$ cat src/rtl/minmax_frame_pkg.sv
// minmax_frame_pkg
//   Shared definitions for the minmax_frame block: the 2-bit FSM state
//   encoding and the default sample width and frame length.
package minmax_frame_pkg;

  localparam int DEF_WIDTH     = 16;
  localparam int DEF_FRAME_LEN = 8;
  localparam int DEF_IDX_W     = 3;

  typedef enum logic [1:0] {
    ST_IDLE  = 2'd0,
    ST_ACCUM = 2'd1,
    ST_DONE  = 2'd2
  } state_t;

endpackage

$ cat src/rtl/minmax_frame_compare_nbit.sv
// compare_nbit
//   Unsigned magnitude comparator of two WIDTH-bit operands.
//   Ports:
//     a, b  : operands (unsigned)
//     lt    : a <  b
//     eq    : a == b
//     gt    : a >  b
//   Purely combinational; exactly one of lt/eq/gt is high for known inputs.
module compare_nbit #(
  parameter int WIDTH = 16
) (
  input  logic [WIDTH-1:0] a,
  input  logic [WIDTH-1:0] b,
  output logic             lt,
  output logic             eq,
  output logic             gt
);

  assign lt = (a <  b);
  assign eq = (a == b);
  assign gt = (a >  b);

endmodule

$ cat src/rtl/minmax_frame.sv
// minmax_frame
//   Streaming unsigned min/max tracker. Collects FRAME_LEN samples from a
//   valid/ready input, tracks the running minimum and maximum together with
//   the index of their first occurrence, then presents the frame result on a
//   valid/ready output before starting the next frame.
//   Ports:
//     clk, rst     : clock, asynchronous active-high reset
//     in_valid     : sample present
//     in_ready     : block can accept a sample (low only while a result waits)
//     in_data      : unsigned sample
//     out_valid    : frame result present
//     out_ready    : consumer accepts the result
//     out_min/max  : smallest / largest sample of the frame
//     out_min_idx  : 0-based index of the first occurrence of the minimum
//     out_max_idx  : 0-based index of the first occurrence of the maximum
module minmax_frame
  import minmax_frame_pkg::*;
#(
  parameter int WIDTH     = DEF_WIDTH,
  parameter int FRAME_LEN = DEF_FRAME_LEN,
  parameter int IDX_W     = DEF_IDX_W
) (
  input  logic             clk,
  input  logic             rst,
  input  logic             in_valid,
  output logic             in_ready,
  input  logic [WIDTH-1:0] in_data,
  output logic             out_valid,
  input  logic             out_ready,
  output logic [WIDTH-1:0] out_min,
  output logic [WIDTH-1:0] out_max,
  output logic [IDX_W-1:0] out_min_idx,
  output logic [IDX_W-1:0] out_max_idx
);

  // Index of the last sample in a frame; reaching it closes the frame.
  localparam logic [IDX_W-1:0] LAST_IDX = IDX_W'(FRAME_LEN - 1);

  state_t           state_reg;
  logic [IDX_W-1:0] count_reg;
  logic [WIDTH-1:0] min_reg,     min_next;
  logic [WIDTH-1:0] max_reg,     max_next;
  logic [IDX_W-1:0] min_idx_reg, min_idx_next;
  logic [IDX_W-1:0] max_idx_reg, max_idx_next;

  logic in_xfer;
  logic min_lt;
  logic max_gt;
  logic unused_min_eq, unused_min_gt;
  logic unused_max_lt, unused_max_eq;

  assign in_ready = (state_reg != ST_DONE);
  assign in_xfer  = in_valid && in_ready;

  compare_nbit #(.WIDTH(WIDTH)) u_cmp_min (
    .a  (in_data),
    .b  (min_reg),
    .lt (min_lt),
    .eq (unused_min_eq),
    .gt (unused_min_gt)
  );

  compare_nbit #(.WIDTH(WIDTH)) u_cmp_max (
    .a  (in_data),
    .b  (max_reg),
    .lt (unused_max_lt),
    .eq (unused_max_eq),
    .gt (max_gt)
  );

  // Candidate running values for the sample currently on in_data. They are
  // only loaded on an input transfer, so X on in_data during a bubble never
  // reaches the registers. Strict lt/gt keeps the earliest index on ties.
  always_comb begin
    min_next     = min_reg;
    max_next     = max_reg;
    min_idx_next = min_idx_reg;
    max_idx_next = max_idx_reg;
    if (state_reg == ST_IDLE) begin
      min_next     = in_data;
      max_next     = in_data;
      min_idx_next = '0;
      max_idx_next = '0;
    end else begin
      if (min_lt) begin
        min_next     = in_data;
        min_idx_next = count_reg;
      end
      if (max_gt) begin
        max_next     = in_data;
        max_idx_next = count_reg;
      end
    end
  end

  // FSM plus all state and result registers. The out_* registers are loaded
  // only when a frame closes, so they stay put after the handshake while the
  // next frame accumulates in the running registers.
  always_ff @(posedge clk or posedge rst) begin
    if (rst) begin
      state_reg   <= ST_IDLE;
      count_reg   <= '0;
      min_reg     <= '0;
      max_reg     <= '0;
      min_idx_reg <= '0;
      max_idx_reg <= '0;
      out_valid   <= 1'b0;
      out_min     <= '0;
      out_max     <= '0;
      out_min_idx <= '0;
      out_max_idx <= '0;
    end else begin
      case (state_reg)
        ST_IDLE, ST_ACCUM: begin
          if (in_xfer) begin
            min_reg     <= min_next;
            max_reg     <= max_next;
            min_idx_reg <= min_idx_next;
            max_idx_reg <= max_idx_next;
            // In IDLE count_reg is 0, so the same test covers FRAME_LEN==1.
            if (count_reg == LAST_IDX) begin
              state_reg   <= ST_DONE;
              out_valid   <= 1'b1;
              out_min     <= min_next;
              out_max     <= max_next;
              out_min_idx <= min_idx_next;
              out_max_idx <= max_idx_next;
            end else begin
              state_reg <= ST_ACCUM;
              count_reg <= count_reg + 1'b1;
            end
          end
        end
        ST_DONE: begin
          if (out_ready) begin
            state_reg <= ST_IDLE;
            out_valid <= 1'b0;
            count_reg <= '0;
          end
        end
        default: begin
          state_reg <= ST_IDLE;
          out_valid <= 1'b0;
          count_reg <= '0;
        end
      endcase
    end
  end

endmodule

$ cat config.mk
export PLATFORM = sky130hd
export DESIGN_NAME = minmax_frame
export DESIGN_NICKNAME = d
export VERILOG_FILES = /design/src/rtl/minmax_frame_pkg.sv /design/src/rtl/minmax_frame_compare_nbit.sv /design/src/rtl/minmax_frame.sv
export SDC_FILE = /design/constraint.sdc
export NUM_CORES = 1
export LEC_CHECK = 0
export ABC_AREA = 1
export CAP_MARGIN = 20
export CORE_MARGIN = 4
export CORE_UTILIZATION = 56
export DETAILED_ROUTE_END_ITERATION = 8
export PLACE_DENSITY = 0.81
export SYNTH_ARGS = -nofsm -noshare
export SYNTH_HDL_FRONTEND = slang
export SYNTH_SLANG_ARGS = --single-unit
export TNS_END_PERCENT = 1
$ cat constraint.sdc
create_clock -name clk -period 3 [get_ports clk]
set_input_delay 0.6 -clock clk [delete_from_list [all_inputs] [get_ports clk]]
set_output_delay 0.6 -clock clk [all_outputs]
set_load 0.01 [all_outputs]
==> parameters.txt, run 1 <==
Parameter                              Value

Clock network
  Hold_buf cts    0
  Clk root buf    sky130_fd_sc_hd__clkbuf_8
  Worst-Skew Late Latency    0.35 ns
  Clock buffer count from CTS    9
  # clock sinks    roughly 80
  CTS tree    built
  Resized cells post-CTS    0
  Clock edge transition at the registers on the reported setup and hold paths    0.08 ns
  Max H-tree Level    3
  Setup Fix Bufs, Post-CTS    0
  Maximum buffer depth of the clock tree    2

Synth
  Async S/R FF share, synth    100%
  Combined area of all synthesized cells    4670 um2
  Cells after synthesis    around 610
  Seq/Total Area, Yosys    a little over two fifths
  Syn nets    661
  Prevailing post-synth register cell    sky130_fd_sc_hd__dfrtp_1
  Yosys warning count    0
  Count of unique library cells instantiated by Yosys    24
  Average size of a mapped cell    around 7.7 um2
  Flip-flop and latch count after synthesis    82
  Number of enable flip-flop cells after synthesis    0

Cells and area
  Post-layout net count    718
  Non-filler cells, final    775
  Diode count    0
  Fraction of final layout cells sized beyond drive strength 1    under 10%
  Area overhead of the layout relative to synthesis    20.0%

Run
  Number of maximum-capacitance violations    0

GRT
  All-layer global routing usage    25.2%
  Vias in the first global route    between 4k and 5k
  Aggregate global routing overflow    0
  Global-route wire length before repair    20.0 mm
  Maximum number of pins on one net before global-route repair    83
  Number of antenna violations at the first check in global routing    0

Timing
  Top achievable clock speed    417 MHz
  Minimum clock period after layout    2.40 ns
  Post-Route Skew    0.0115 ns
  Final count of hold timing violations    0
  Setup violators final    0
  Fin crit share    79.9%
  Actual transition at the worst max-transition pin    between 0.6 and 0.7 ns
  Final worst setup slack    0.604 ns
  Relative slew slack    58.0%
  Pins Over Slew Limit    0
  Setup repair after global routing missed its margin    no
  Hold_ws    a little under 0.5 ns
  Final TNS setup    0 ns

Drt
  Vias per cell    5.46
  Initial detailed-routing violation count    298
  Via Count    4235
  Post-detailed-route DRC marker count    0
  Count of nets left with antenna violations after detail routing    0
  Detailed-routing iteration count for the pre-antenna-repair pass    5
  Wire length after detailed routing    11.9 mm
  DR WL/cell    15.3 um

Outcome
  Outcome    finished clean

Floorplanning
  Total Die Area    9860 um2
  Core Box Area    8180 um2
  Starting density of the core    between 50 and 60%
  Vertical extent of the die    99.3 um
  Die W    99.3 um
  Total number of placement rows    33
  Num ports    60

Min path
  WHS Endpoint    out_min[6]
  Worst Min Path Start    out_min[6]
  Min-Delay Path Class    reg2reg
  Hold path cells    2

Pwr
  VDD IR-drop max    between 0.4 and 0.5 mV
  Final Total Pwr    5660 uW
  Cell Pwr Density    1010 nW/um2
  Leakage power summed over all cells    a little over 0.003 uW

Worst setup path
  Worst Path Max Fanout    16
  Longest individual stage delay on the worst path    0.49 ns
  First element of the critical path    in_data[9]
  Cell with the largest stage delay on the worst path    sky130_fd_sc_hd__clkdlybuf4s50_1
  Beginning of the worst register-to-register path    count_reg[0]
  Cell-by-cell trace of the critical path    clkdlybuf4s50_1, ha_1, nand2_1, inv_1, o21ai_1, a21oi_1, nor2_2, nand2_2, nand2_2, nand2_1, nand3_1, nand2_1
  Critical path class    in2reg
  Reg-to-reg slack, setup    0.90 ns
  Worst Setup Start Kind    input pin
  Combined buffer and inverter count along the critical path    2
  Data required time of the critical path    3.24 ns
  Kind of cell with the highest combined delay on the critical path    simple AND/OR/NAND/NOR gates
  Worst reg2reg path depth    10
  R2r endpoint    out_max[6]
  Most numerous cell on the critical path    sky130_fd_sc_hd__nand2_1
  Worst setup EP type    flop
  Endpoint arrival time on the critical path    2.63 ns

Placement
  Placed Instances    759
  Routability Congestion    0.909
  Post-Place Setup Slack    0.280 ns
  HPWL Detailed    8.26 mm
  Number of buffers inserted by port buffering    approximately 60
-- layout make-up --
type | count | area, um2
clock buffer | 11 | 131
sequential | 82 | 2050
timing repair buffer | 72 | 713
tap | 105 | 131
multi-input combinational | 425 | 2190
clock inverter | 5 | 103
inverter | 75 | 283
fill | 662 | 2570
-- cell families (layout without fill, tap and decap cells) --
kind of cell | Yosys count | count (layout) | share of synthesized area (%)
AND/OR/NAND/NOR | 369 | 369 | 35.4
buffers and inverters | 101 | 163 | 9.25
adder cells (fa/ha/maj) | 33 | 33 | 8.84
flip-flops | 82 | 82 | 44.0
AO/OA/AOI/OAI | 23 | 23 | 2.52
-- through the flow --
step,area [um2],utilization [%]
final,5600,68.5
after floorplan,4670,-
after CTS,5600,68.5
after detailed placement,5370,65.7
after global placement,5370,65.7
after global routing,5600,68.5
-- cell usage after synthesis, types with 2 or more instances --
cell type	n	share of area, %
sky130_fd_sc_hd__nand2_1	222	18
sky130_fd_sc_hd__buf_4	2	0.32
sky130_fd_sc_hd__nand3_2	12	2.6
sky130_fd_sc_hd__buf_2	9	0.96
sky130_fd_sc_hd__nor2_1	11	0.88
sky130_fd_sc_hd__buf_6	3	0.72
sky130_fd_sc_hd__nand3_1	95	10
sky130_fd_sc_hd__a21oi_1	13	1.4
sky130_fd_sc_hd__o21ai_0	8	0.86
sky130_fd_sc_hd__inv_1	74	6.0
sky130_fd_sc_hd__buf_1	2	0.16
sky130_fd_sc_hd__dfrtp_1	82	44
sky130_fd_sc_hd__ha_1	33	8.8
sky130_fd_sc_hd__clkbuf_1	9	0.72
sky130_fd_sc_hd__nor2_2	2	0.27
sky130_fd_sc_hd__nand2_2	9	1.2
sky130_fd_sc_hd__nand4_1	15	2.0
-- worst max-delay path by stage --
stage                    to  slack (ns)  cells after the start
2_1_floorplan  count_reg[0]        0.29                      1
3_3_place_gp    out_min[15]        0.26                     12
3_5_place_dp    min_reg[12]        0.28                     12
4_1_cts         min_reg[15]        0.63                     10
5_1_grt         out_min[12]        0.32                     12
6_report        min_reg[12]        0.60                     12
-- layout by cell type, fill, tap and decap left out --
cell                              instances
sky130_fd_sc_hd__dfrtp_1                 82
sky130_fd_sc_hd__nand2_2                  9
sky130_fd_sc_hd__a21oi_1                 13
sky130_fd_sc_hd__ha_1                    33
sky130_fd_sc_hd__nor2_2                   4
sky130_fd_sc_hd__clkinv_2                 2
sky130_fd_sc_hd__a21o_1                   1
sky130_fd_sc_hd__o21ai_0                  8
sky130_fd_sc_hd__buf_12                   2
sky130_fd_sc_hd__clkbuf_1                 2
sky130_fd_sc_hd__buf_4                   11
sky130_fd_sc_hd__nor3_1                   1
sky130_fd_sc_hd__or2_2                    1
sky130_fd_sc_hd__inv_1                   73
sky130_fd_sc_hd__o21ai_1                  1
sky130_fd_sc_hd__bufinv_16                3
sky130_fd_sc_hd__nor2_1                   9
sky130_fd_sc_hd__clkdlybuf4s50_1         59
sky130_fd_sc_hd__nand2_1                222
sky130_fd_sc_hd__nand3_1                 95
sky130_fd_sc_hd__clkinvlp_4               1
sky130_fd_sc_hd__nor3_2                   1
sky130_fd_sc_hd__nand4_1                 15
sky130_fd_sc_hd__inv_2                    1
sky130_fd_sc_hd__clkbuf_8                 9
sky130_fd_sc_hd__nand3_2                 12
-- metal layers --
layer / vias up / wire length, um / track usage [%]
met5: - / 0 / 0
met4: 0 / 233 / 9.35
met3: 26 / 782 / 4.84
met2: 164 / 5780 / 40.5
met1: 1993 / 5100 / 34.1
li1: 2052 / - / -
-- power by group --
group          switching [uW]  internal [uW]  total (uW)  leakage [uW]
combinational            1630           1170        2800       0.00190
sequential                288           1620        1900       0.00102
clock                     409            553         962      0.000114
-- tightest hold or removal path, stage by stage (launching register included) --
cell and delay, ns:
sky130_fd_sc_hd__dfrtp_1 0.35, sky130_fd_sc_hd__nand2_1 0.05, sky130_fd_sc_hd__nand2_1 0.05
(Power assumes the default switching activity.)
==> run 2, diff against run 1 <==
--- a/config.mk
+++ b/config.mk
@@ -8,9 +8,9 @@
 export ABC_AREA = 1
 export CAP_MARGIN = 20
 export CORE_MARGIN = 4
-export CORE_UTILIZATION = 56
+export CORE_UTILIZATION = 50
 export DETAILED_ROUTE_END_ITERATION = 8
-export PLACE_DENSITY = 0.81
+export PLACE_DENSITY = 0.76
 export SYNTH_ARGS = -nofsm -noshare
 export SYNTH_HDL_FRONTEND = slang
 export SYNTH_SLANG_ARGS = --single-unit
==> constraint.sdc (replaced) <==
create_clock -name clk -period 2 [get_ports clk]
set_input_delay 0.4 -clock clk [delete_from_list [all_inputs] [get_ports clk]]
set_output_delay 0.4 -clock clk [all_outputs]
set_load 0.01 [all_outputs]
==> run 2 against run 1 <==
Effect of this change: sequential cell count is the same; hold slack lost 0.13 ns; die area grew 11%; critical endpoint is now max_reg[13]; critical path depth shrank 1; core utilization shrank 2.6 points; clock power grew 19%; register-to-register slack lost 0.87 ns; first-iteration DRC count shrank 11%; clock skew shrank 0.0031 ns; combinational power grew 64%.
==> parameters.txt, run 2 (synthesis gave the netlist of run 1 again) <==
Parameter                              Value

Outcome
  Outcome    finished clean

Timing
  Setup violators final    0 (unchanged)
  Setup repair after global routing missed its margin    yes
  Minimum clock period after layout    1.97 ns
  Actual transition at the worst max-transition pin    0.353 ns (-0.275 ns)
  Post-Route Skew    0.00847 ns (-0.00307 ns)
  Final count of hold timing violations    0 (unchanged)
  Relative slew slack    76.4% (+18 points)
  Pins Over Slew Limit    0 (unchanged)
  Final worst setup slack    0.0275 ns (-0.577 ns)
  Fin crit share    98.6%
  Top achievable clock speed    507 MHz
  Final TNS setup    0 ns (unchanged)

Cells and area
  Fraction of final layout cells sized beyond drive strength 1    12.3% (+3.9 points)
  Cell area after layout    5860 um2 (+4.6%)
  Diode count    0 (unchanged)
  Core Util, Final    65.9% (-2.6 points)
  Commonest non-fill, non-tap cell in the layout    sky130_fd_sc_hd__nand2_1
  Post-layout net count    733 (+2.1%)
  Area overhead of the layout relative to synthesis    25.5%
  Most frequent cells in the layout    sky130_fd_sc_hd__nand2_1 (221), sky130_fd_sc_hd__nand3_1 (92), sky130_fd_sc_hd__dfrtp_1 (82)

GRT
  All-layer global routing usage    22.6% (-2.6 points)
  Number of antenna violations at the first check in global routing    0 (unchanged)
  Global-route wire length before repair    20.5 mm (+2.3%)
  Met3 usage    4.38% (-0.46 points)
  Aggregate global routing overflow    0 (unchanged)
  Maximum number of pins on one net before global-route repair    39 (-53%)
  Busiest layer in global routing    met2
  GR met2 Demand/Resource    38.4% (-2.1 points)
  Vias in the first global route    4508 (+5.3%)
  Met1 track demand over resource in global routing    28.3% (-5.8 points)

Worst setup path
  Worst setup EP type    flop
  Longest individual stage delay on the worst path    0.36 ns (-0.13 ns)
  Cell with the largest stage delay on the worst path    sky130_fd_sc_hd__dfrtp_1
  Endpoint arrival time on the critical path    2.22 ns (-0.41 ns)
  Kind of cell with the highest combined delay on the critical path    simple AND/OR/NAND/NOR gates
  Worst Path Max Fanout    9 (-7)
  R2r endpoint    max_reg[13]
  Data required time of the critical path    2.25 ns (-0.99 ns)
  Cell-by-cell trace of the critical path    inv_1, ha_1, a21oi_1, o21ai_1, a21oi_2, nand2_2, nand2_4, buf_6, nand3_1, nand3_1, nand2_1
  Worst setup path end    max_reg[13]
  Most numerous cell on the critical path    sky130_fd_sc_hd__nand3_1
  Reg-to-reg slack, setup    0.03 ns (-0.87 ns)
  Beginning of the worst register-to-register path    max_reg[15]
  Worst Setup Start Kind    flop
  Worst path depth    11 (-1)
  Combined buffer and inverter count along the critical path    2 (unchanged)
  Worst reg2reg path depth    11 (+1)
  Critical path class    reg2reg
  First element of the critical path    max_reg[15]

Placement
  Routability Congestion    0.866 (-4.7%)
  HPWL Detailed    8.66 mm (+4.9%)
  Post-placement cell area    5540 um2 (+3.1%)
  Post-Place Setup Slack    -0.501 ns (-0.782 ns)
  Number of buffers inserted by port buffering    59 (unchanged)

Drt
  Vias per cell    5.43 (-0.56%)
  Post-detailed-route DRC marker count    0 (unchanged)
  Wire length after detailed routing    12.1 mm (+1.8%)
  Detailed-routing iteration count for the pre-antenna-repair pass    5 (unchanged)
  Initial detailed-routing violation count    266 (-11%)
  DR WL/cell    15.3 um (-0.51%)
  Via Count    4309 (+1.7%)
  Count of nets left with antenna violations after detail routing    0 (unchanged)

Floorplanning
  Total Die Area    10900 um2 (+11%)
  Num ports    60 (unchanged)
  Starting density of the core    52.5% (-4.6 points)
  Core Box Area    8890 um2 (+8.8%)
  Die W    105 um (+5.4%)
  Vertical extent of the die    105 um (+5.4%)
  Total number of placement rows    34 (+3.0%)

Clock network
  CTS tree    built
  Worst-Skew Late Latency    0.36 ns (about the same)
  Clock edge transition at the registers on the reported setup and hold paths    0.09 ns (about the same)
  Clock buffer count from CTS    9 (unchanged)
  Hold_buf cts    0 (unchanged)
  Maximum buffer depth of the clock tree    2 (unchanged)
  Clk root buf    sky130_fd_sc_hd__clkbuf_8
  Max H-tree Level    3 (unchanged)
  # clock sinks    82 (unchanged)

Pwr
  Clock Power Share    13.2% (-3.8 points)
  Leakage power summed over all cells    0.00317 uW (+4.5%)
  Switching portion of total power    41.9% (+0.91 points)
  Net load switching power    3610 uW (+55%)
  Cell Pwr Density    1470 nW/um2 (+45%)
  Share of total power in sequential cells    33.3% (-0.3 points)
  Internal cell power    5000 uW (+50%)
  Part of the total power dissipated in combinational logic    53.5% (+4.1 points)
  VDD IR-drop max    0.856 mV (+81%)

Min path
  Min-Delay Path Class    in2async

Run
  Number of maximum-capacitance violations    0 (unchanged)
[run 2: changes by cell type in the layout (fill, tap and decap cells not counted), moves of 5 or more]
cell	before	now
sky130_fd_sc_hd__clkdlybuf4s50_1	59	44
sky130_fd_sc_hd__dlygate4sd2_1	0	9
sky130_fd_sc_hd__ha_1	33	27
sky130_fd_sc_hd__ha_4	0	6
sky130_fd_sc_hd__buf_4	11	19
sky130_fd_sc_hd__buf_12	2	7
sky130_fd_sc_hd__dlymetal6s2s_1	0	6
[run 2: metrics by stage]
stage                     hold WS, ns  power [uW]  std cells
after floorplan                 0.449        5510        608
after global placement          0.462        7030        777
after detailed placement        0.464        7240        777
after CTS                       0.367        8450        793
after global routing            0.384        9310        793
final                           0.358        8600        793
[run 2: cell type report]
cell class / instances / area [um2]
Fill cell: 745 / 3030
Inverter: 75 / 285
Tap cell: 108 / 135
Multi-Input combinational cell: 425 / 2300
Clock inverter: 3 / 23.8
Clock buffer: 13 / 159
Timing Repair Buffer: 87 / 900
Sequential cell: 82 / 2050
[run 2: how the worst min path moves through the flow]
stage                           to      startpoint  depth (start not counted)
floorplan              min_reg[10]     min_reg[10]                          2
global placement    max_idx_reg[1]  max_idx_reg[1]                          2
detailed placement     out_max[11]     out_max[11]                          2
CTS                     out_min[4]             rst                          2
global route            out_min[1]             rst                          2
finish                  out_min[4]             rst                          2
[run 2: worst register-to-register path, delay by kind of cell (launching register included)]
| kind | cells | cell delay, ns |
|---|---|---|
| buffers and inverters | 2 | 0.21 |
| AND/OR/NAND/NOR | 5 | 0.47 |
| flip-flops | 1 | 0.36 |
| AO/OA/AOI/OAI | 3 | 0.47 |
| adder cells (fa/ha/maj) | 1 | 0.34 |
[run 2: power groups by stage]
stage | registers (uW) | clock network (uW) | logic (uW)
3_5_place_dp | 2890 | 0 | 4360
5_1_grt | 2970 | 1230 | 5120
6_report | 2860 | 1140 | 4600
3_3_place_gp | 2850 | 0 | 4180
2_1_floorplan | 2990 | 0 | 2520
4_1_cts | 2860 | 1160 | 4430
[run 2: what timing repair did]
| action | in CTS | in global routing |
|---|---|---|
| setup buffers | 0 | 0 |
| endpoints found under the setup margin | 64 | 71 |
| resized for setup | 13 | 24 |
| pin swaps | 5 | 6 |
[run 2: metal layers]
metal / vias up / wire length, um
met5: - / 0
li1: 2084 / -
met1: 2034 / 5270
met4: 0 / 391
met3: 38 / 706
met2: 153 / 5750
==> run 3, diff against run 2 <==
--- a/config.mk
+++ b/config.mk
@@ -11,7 +11,7 @@
 export CORE_UTILIZATION = 50
 export DETAILED_ROUTE_END_ITERATION = 8
 export PLACE_DENSITY = 0.76
+export REMOVE_ABC_BUFFERS = 1
 export SYNTH_ARGS = -nofsm -noshare
 export SYNTH_HDL_FRONTEND = slang
 export SYNTH_SLANG_ARGS = --single-unit
-export TNS_END_PERCENT = 1
==> run 3 against run 2 <==
Effect of this change: critical path depth increased by 1; power increased by 7.3%; cell count increased by 0.88%; clock-buffer cell count unchanged; first-iteration DRC count increased by 17%; critical path type unchanged.
==> parameters.txt, run 3 (synthesis gave the netlist of run 1 again) <==
Parameter                              Value

Outcome
  Outcome    finished clean

Floorplanning
  Vertical extent of the die    105 um (unchanged)
  Starting density of the core    52.5% (unchanged)
  Die W    105 um (unchanged)
  Num ports    60 (unchanged)
  Total number of placement rows    34 (unchanged)
  Total Die Area    10900 um2 (unchanged)
  Core Box Area    8890 um2 (unchanged)

Clock network
  Max H-tree Level    3 (unchanged)
  Clock edge transition at the registers on the reported setup and hold paths    0.08 ns (about the same)
  Clk root buf    sky130_fd_sc_hd__clkbuf_8
  Worst-Skew Late Latency    0.35 ns (about the same)
  # clock sinks    82 (unchanged)
  CTS tree    built
  Clock buffer count from CTS    9 (unchanged)
  Maximum buffer depth of the clock tree    2 (unchanged)

Timing
  Setup violators final    0 (unchanged)
  Actual transition at the worst max-transition pin    0.403 ns (+0.0501 ns)
  Pins Over Slew Limit    0 (unchanged)
  Setup repair after global routing missed its margin    yes
  Relative slew slack    73.0% (-3.4 points)
  Final worst setup slack    0.0436 ns (+0.0161 ns)
  Post-Route Skew    0.00727 ns (-0.00120 ns)
  Fin crit share    97.8% (-0.80 points)
  Final count of hold timing violations    0 (unchanged)
  Top achievable clock speed    511 MHz (+0.82%)
  Minimum clock period after layout    1.96 ns (-0.0161 ns)

Cells and area
  Diode count    0 (unchanged)
  Most frequent cells in the layout    sky130_fd_sc_hd__nand2_1 (212), sky130_fd_sc_hd__nand3_1 (82), sky130_fd_sc_hd__dfrtp_1 (82)
  Non-filler cells, final    800 (+0.88%)
  Fillcell total    670 (-10%)
  Combined area of the multi-input logic cells    2440 um2 (+6.1%)
  Area overhead of the layout relative to synthesis    31.6%
  Commonest non-fill, non-tap cell in the layout    sky130_fd_sc_hd__nand2_1
  Post-layout net count    741 (+1.1%)
  Fraction of final layout cells sized beyond drive strength 1    17.5% (+5.2 points)
  Sequential cell area    2050 um2 (unchanged)

Pwr
  VDD IR-drop max    0.711 mV (-17%)
  Final Total Pwr    9230 uW (+7.3%)
  Part of the total power dissipated in combinational logic    54.2% (+0.7 points)
  Share of total power in sequential cells    31.1% (-2.2 points)
  Clock Power Share    14.7% (+1.5 points)
  Net load switching power    3770 uW (+4.6%)
  Cell Pwr Density    1500 nW/um2 (+2.4%)
  Leakage power summed over all cells    0.00331 uW (+4.5%)
  Internal cell power    5460 uW (+9.3%)
  Switching portion of total power    40.9% (-1.1 points)

Worst setup path
  Beginning of the worst register-to-register path    max_reg[8]
  R2r endpoint    max_reg[3]
  Endpoint arrival time on the critical path    2.20 ns (-0.02 ns)
  Reg-to-reg slack, setup    0.04 ns (+0.02 ns)
  Worst Path Max Fanout    8 (-1)
  Worst reg2reg path depth    12 (+1)
  Worst setup EP type    flop
  Worst Setup Start Kind    flop
  Critical path class    reg2reg
  Data required time of the critical path    2.24 ns (about the same)

Drt
  Wire length after detailed routing    12.4 mm (+2.6%)
  Count of nets left with antenna violations after detail routing    0 (unchanged)
  Vias per cell    5.48 (+0.87%)
  Post-detailed-route DRC marker count    0 (unchanged)
  Detailed-routing iteration count for the pre-antenna-repair pass    7 (+2)
  Via Count    4385 (+1.8%)
  Initial detailed-routing violation count    310 (+17%)
  DR WL/cell    15.5 um (+1.7%)

Placement
  Post-Place Setup Slack    -0.451 ns (+0.0501 ns)
  Placed Instances    781 (+0.51%)
  Number of buffers inserted by port buffering    59 (unchanged)
  Routability Congestion    0.915 (+5.6%)
  HPWL Detailed    8.26 mm (-4.7%)

Run
  Number of maximum-capacitance violations    0 (unchanged)

GRT
  All-layer global routing usage    22.5% (-0.16 points)
  Global-route wire length before repair    20.5 mm (-0.10%)
  Aggregate global routing overflow    0 (unchanged)
  Number of antenna violations at the first check in global routing    0 (unchanged)
  Maximum number of pins on one net before global-route repair    41 (+5.1%)
  Vias in the first global route    4385 (-2.7%)

Min path
  Min-Delay Path Class    in2async
-- run 3: cell types whose count changed in the layout (fill, tap and decap cells not counted), sizes merged --
cell / previous run / this run
buf: 28 / 36
dlymetal6s2s: 6 / 11
dlygate4sd2: 9 / 5
clkinvlp: 3 / 0
bufinv: 0 / 2
clkdlybuf4s50: 44 / 43
-- run 3: worst max-delay path by stage --
stage / slack, ns / start / endpoint
after floorplan: -1.30 / count_reg[0] / out_max_idx[0]
after global placement: -0.44 / in_data[5] / out_max[6]
after detailed placement: -0.45 / in_data[11] / out_max[6]
after CTS: 0.01 / in_data[13] / out_max[9]
after global routing: -0.06 / max_reg[9] / max_reg[3]
final: 0.04 / max_reg[8] / max_reg[3]
-- run 3: area by class of cell --
cell class              instances  share of cell area [%]
multi-input cells             425                    39.8
clock buffers                  13                    2.59
clock inverters                 2                   0.978
flip-flops and latches         82                    33.4
repair buffers                 95                    16.4
well taps                     108                    2.20
inverters                      75                    4.60
-- run 3: power groups by stage --
stage	Clock, uW	Combinational, uW	Sequential (uW)
3_5_place_dp	0	4450	2870
2_1_floorplan	0	2320	2990
3_3_place_gp	0	4330	2840
5_1_grt	1440	5520	2970
6_report	1360	5010	2870
4_1_cts	1370	4560	2850
-- run 3: per-stage QoR --
stage	util, %	cell area (um2)	hold slack (ns)	TNS (ns)
floorplan	-	4520	0.449	-126.01
global placement	62.9	5590	0.462	-25.16
detailed placement	62.9	5590	0.464	-26.72
CTS	65.6	5840	0.343	0
global route	69.1	6140	0.375	-0.645
finish	69.1	6140	0.340	0
-- run 3: timing repair --
item                                    CTS  global route
pin swaps                                 4            17
endpoints found under the setup margin   66            76
hold buffers                              0             0
resized for setup                        11            63
setup buffers                             0             4
hold endpoints to repair                  0             0
-- run 3: worst max-delay path: stages (launching register included) --
cell,delay [ns]
sky130_fd_sc_hd__dfrtp_1,0.37
sky130_fd_sc_hd__inv_2,0.07
sky130_fd_sc_hd__ha_4,0.26
sky130_fd_sc_hd__nand4_1,0.12
sky130_fd_sc_hd__nor3_2,0.26
sky130_fd_sc_hd__nand2_1,0.10
sky130_fd_sc_hd__nand2_2,0.11
sky130_fd_sc_hd__nand2_4,0.09
sky130_fd_sc_hd__nand2_4,0.10
sky130_fd_sc_hd__buf_12,0.15
sky130_fd_sc_hd__nand2_2,0.07
sky130_fd_sc_hd__nand3_1,0.08
sky130_fd_sc_hd__nand2_1,0.06
-- run 3: metal layers --
| layer | part of all wire (%) | global-route usage [%] | wire, um | up-vias |
|---|---|---|---|---|
| li1 | - | - | - | 2096 |
| met1 | 43 | 29.8 | 5360 | 2084 |
| met2 | 49 | 38.1 | 6090 | 176 |
| met3 | 5.9 | 3.58 | 733 | 29 |
| met4 | 2.0 | 7.03 | 247 | 0 |
| met5 | 0 | 0 | 0 | - |
